<file path="config.mk">
export PLATFORM = sky130hd
export DESIGN_NAME = fifo_ctrl
export DESIGN_NICKNAME = d
export VERILOG_FILES = /design/src/rtl/fifo_ctrl.sv
export SDC_FILE = /design/constraint.sdc
export NUM_CORES = 1
export LEC_CHECK = 0
export CAP_MARGIN = 20
export CORE_MARGIN = 2
export CORE_UTILIZATION = 44
export DETAILED_ROUTE_END_ITERATION = 10
export GPL_ROUTABILITY_DRIVEN = 0
export GPL_TIMING_DRIVEN = 0
export PLACE_DENSITY = 0.84
export SLEW_MARGIN = 25
export SYNTH_ARGS = -nofsm -noshare
export SYNTH_HDL_FRONTEND = slang
export SYNTH_SLANG_ARGS = --single-unit
</file>
<file path="constraint.sdc">
create_clock -name clk -period 1.8 [get_ports clk]
set_input_delay 0.36 -clock clk [delete_from_list [all_inputs] [get_ports clk]]
set_output_delay 0.36 -clock clk [all_outputs]
set_load 0.005 [all_outputs]
</file>
<file path="src/rtl/fifo_ctrl.sv">
// fifo_ctrl: pointer/flag controller for a first-word-fall-through FIFO
// built around a 2**ADDR_WIDTH entry register file with combinational read.
module fifo_ctrl #(
  parameter int ADDR_WIDTH = 2
) (
  input  logic                  clk,
  input  logic                  reset,
  input  logic                  wr,
  input  logic                  rd,
  output logic                  wr_en,
  output logic [ADDR_WIDTH-1:0] w_addr,
  output logic [ADDR_WIDTH-1:0] r_addr,
  output logic                  empty,
  output logic                  full,
  output logic [ADDR_WIDTH:0]   count,
  output logic                  overflow,
  output logic                  underflow
);

  localparam logic [ADDR_WIDTH:0]   DEPTH  = (ADDR_WIDTH+1)'(1) << ADDR_WIDTH;
  localparam logic [ADDR_WIDTH:0]   CNT1   = (ADDR_WIDTH+1)'(1);
  localparam logic [ADDR_WIDTH-1:0] PTR1   = ADDR_WIDTH'(1);

  logic [ADDR_WIDTH-1:0] w_ptr_q, w_ptr_d;
  logic [ADDR_WIDTH-1:0] r_ptr_q, r_ptr_d;
  logic [ADDR_WIDTH:0]   count_q, count_d;
  logic                  full_q, full_d;
  logic                  empty_q, empty_d;
  logic                  ovf_q, ovf_d;
  logic                  unf_q, unf_d;
  logic                  push_ok, pop_ok;

  // Accept decisions use registered flags only. A push into a full FIFO is
  // allowed when a pop happens the same cycle: the write reuses the slot
  // whose data was already read combinationally.
  always_comb begin
    push_ok = wr & (~full_q | rd);
    pop_ok  = rd & ~empty_q;
    wr_en   = push_ok & ~reset;
  end

  // Next-state for pointers, occupancy and sticky error flags.
  always_comb begin
    w_ptr_d = w_ptr_q;
    r_ptr_d = r_ptr_q;
    count_d = count_q;
    full_d  = full_q;
    empty_d = empty_q;
    ovf_d   = ovf_q | (wr & ~push_ok);
    unf_d   = unf_q | (rd & empty_q);
    if (push_ok) w_ptr_d = w_ptr_q + PTR1;
    if (pop_ok)  r_ptr_d = r_ptr_q + PTR1;
    if (push_ok && !pop_ok) begin
      count_d = count_q + CNT1;
      empty_d = 1'b0;
      full_d  = (count_q + CNT1) == DEPTH;
    end else if (pop_ok && !push_ok) begin
      count_d = count_q - CNT1;
      full_d  = 1'b0;
      empty_d = (count_q - CNT1) == '0;
    end
  end

  // State registers with synchronous reset that discards all contents.
  always_ff @(posedge clk) begin
    if (reset) begin
      w_ptr_q <= '0;
      r_ptr_q <= '0;
      count_q <= '0;
      full_q  <= 1'b0;
      empty_q <= 1'b1;
      ovf_q   <= 1'b0;
      unf_q   <= 1'b0;
    end else begin
      w_ptr_q <= w_ptr_d;
      r_ptr_q <= r_ptr_d;
      count_q <= count_d;
      full_q  <= full_d;
      empty_q <= empty_d;
      ovf_q   <= ovf_d;
      unf_q   <= unf_d;
    end
  end

  assign w_addr    = w_ptr_q;
  assign r_addr    = r_ptr_q;
  assign count     = count_q;
  assign full      = full_q;
  assign empty     = empty_q;
  assign overflow  = ovf_q;
  assign underflow = unf_q;

endmodule

</file>
==> metrics.md <==
| Metric | Value |
|---|---|
| Status | `completed` |
| Final setup fails | `0` |
| Pre-CTS setup slack | `-386 ps` |
| Syn_nets | `76` |
| Post-synth top area share | `38.1%` |
| Fillers | `107` |
| Global-route wire length before repair | `1800 um` |
| Clock-pin transition on the worst setup and hold timing paths | `80 ps` |
| Sequential element share of the synthesized area | `38.1%` |
| H-tree depth | `1` |
| RSZ-0062 raised after global routing | `no` |
| Footprint of the multi-input gates | `344 sq um` |
| Placed Area | `747 sq um` |
| Total grt overflow | `0` |
| Core ar. | `0.00127 sq mm` |
| Iter 0 DRT Violations | `5` |
| Die Area | `0.00162 sq mm` |
| Drt wl/cell | `12.0 um` |
| CTS tree | `yes` |
| Distinct cells, synth | `25` |
| Seq. cell area | `220 sq um` |
| Vias | `523` |
| Final wirelength | `1200 um` |
| HP Class | `in2reg` |
| Clock buffer depth | `2` |
| Initial core utilization | `45.6%` |
| Post-Layout Inst Area | `797 sq um` |
| Top Ports | `16` |
| PwrDens | `810 mW/mm^2` |
| Tightest Pin Transition | `305 ps` |
| Port Buffers | `15` |
| Leakage power | `0.333 nW` |
| Final hold violation count | `0` |
| Max Clk Rate | `0.605 GHz` |
| Final ANT Viol Nets | `0` |
| Slew headroom | `79.6%` |
| CTS Root Cell | `clkbuf_4` |
| Post-CTS setup buffer count | `0` |
| Crit path largest cell delay | `550 ps` |
| Avg Inst Size Synth | `8.76 sq um` |
| CTS Buf Count | `3` |
| Die H | `40.2 um` |
| Yosys top cell by area | `dfxtp_1` |
| Width of the die | `40.2 um` |
| Total power after layout | `0.000646 W` |
| Rows | `13` |
| Crit path kind | `reg2out` |
| Max VDD drop | `0.000523 V` |
| Mapped Area | `578 sq um` |
| Largest net degree at the start of global routing | `11` |
| Final Util | `62.8%` |
| Synth Instances | `66` |
| Slowest CP cell | `clkdlybuf4s50_1` |
| Crit share post-route | `91.8%` |
| Fin. max-slew vios | `0` |
| Layout area overhead | `37.9%` |
| Worst path required time | `1440 ps` |
| Clock insertion delay at the later pin of the skew report | `270 ps` |
| Placed wire-length estimate | `850 um` |
| CP startpoint kind | `flop` |
| Main area contributors after synthesis | `dfxtp_1 (38%), ha_1 (13%), a21oi_1 (6.9%), nor2_1 (6.5%), xnor2_1 (3.0%)` |
| Final worst setup slack | `147 ps` |
| Tot GR Track Use | `17.7%` |
| CP arrival | `1290 ps` |
| Most frequent cells in the layout | `dfxtp_1 (11), clkdlybuf4s50_1 (11), nor2_1 (9)` |
| Via density | `5.23` |
| Clock Skews | `9.16 ps` |
| Fraction of layout cells with a size suffix above 1 | `14.1%` |
| CP Max Fanout | `5` |
| Flop2flop setup slack | `160 ps` |
| Final Hold Slack | `432 ps` |
| DR pass1 iterations | `4` |
| Number of remaining DRC errors | `0` |
| Synthesized flop and latch total | `11` |
| Antenna diodes | `0` |
| CP endpoint kind | `output pin` |
| NumNets Final | `96` |
| Crit-path leading delay family | `buffers and inverters` |
| Max Cap Viol | `0` |
| # clock sinks | `11` |
| CP cell instances | `clkdlybuf4s50_1` |
| Worst Path Buf+Inv | `1` |
| Vias in the first global route | `448` |
| Initial antenna violation count | `0` |
| Period minus WS final | `1650 ps` |
| Cts hold-fix bufs | `0` |
| Yosys synthesis warning count | `0` |
kinds of logic after synthesis:
group,after synthesis,synth area share [%]
AOI/OAI and AO/OA,11,9.52
xor gates and xnor gates,3,4.55
adders and majority gates,6,13.0
buffers and inverters,7,5.19
DFF,11,38.1
muxes,2,4.33
and+or+nand+nor,26,25.3
per-stage QoR:
| step | std cells | TNS [ps] |
|---|---|---|
| after floorplan | 66 | 0 |
| after global placement | 96 | -1590 |
| after detailed placement | 96 | -1810 |
| after CTS | 100 | 0 |
| after global routing | 100 | 0 |
| final | 100 | 0 |
final timing paths:
| check | from | to | cells after the start |
|---|---|---|---|
| hold reg to reg | underflow | underflow | 2 |
| hold / removal | wr | overflow | 3 |
| setup / recovery | count[2] | count[2] | 1 |
| setup reg to reg | full | count[2] | 7 |
cell usage after synthesis (all sizes together):
master / number
xnor2: 2
nand2: 4
nor3b: 2
o21ai: 3
mux2: 1
inv: 5
nor4b: 1
or2: 1
a21oi: 8
or3: 1
mux2i: 1
nor2b: 2
nor2: 10
xor2: 1
nor3: 1
buf: 2
ha: 6
nand3b: 2
nand2b: 1
dfxtp: 11
nand3: 1
layout make-up:
class	instances	share of cell area (%)
buffer	2	2.04
clock buffer	3	2.83
clock inverter	1	0.628
inverter	5	2.67
multi-input combinational	48	43.2
sequential	11	27.6
tap	15	2.35
timing repair buffer	15	18.7
repair_timing:
action | in CTS | in global routing
pin swaps | 0 | 0
resized for setup | 6 | 4
setup endpoints to repair | 4 | 2
per-layer routing:
| metal | up-vias | global-route usage (%) | part of all wire (%) |
|---|---|---|---|
| met4 | 0 | 10.0 | 1.7 |
| met3 | 5 | 6.67 | 3.9 |
| met5 | - | 0 | 0 |
| met2 | 18 | 30.6 | 55 |
| li1 | 257 | - | - |
| met1 | 243 | 18.1 | 40 |
state kept, by name, summed over array words and instances (netlist names):
register	cells
count	3
empty	1
w_addr	2
overflow	1
r_addr	2
underflow	1
full	1
report_power, final:
| group | switching (W) | internal, W |
|---|---|---|
| combinational | 0.0000818 | 0.000104 |
| sequential | 0.0000233 | 0.000265 |
| clock | 0.0000887 | 0.0000823 |
| total | 0.000194 | 0.000452 |
Note: power is estimated with default switching activity, not from simulation.
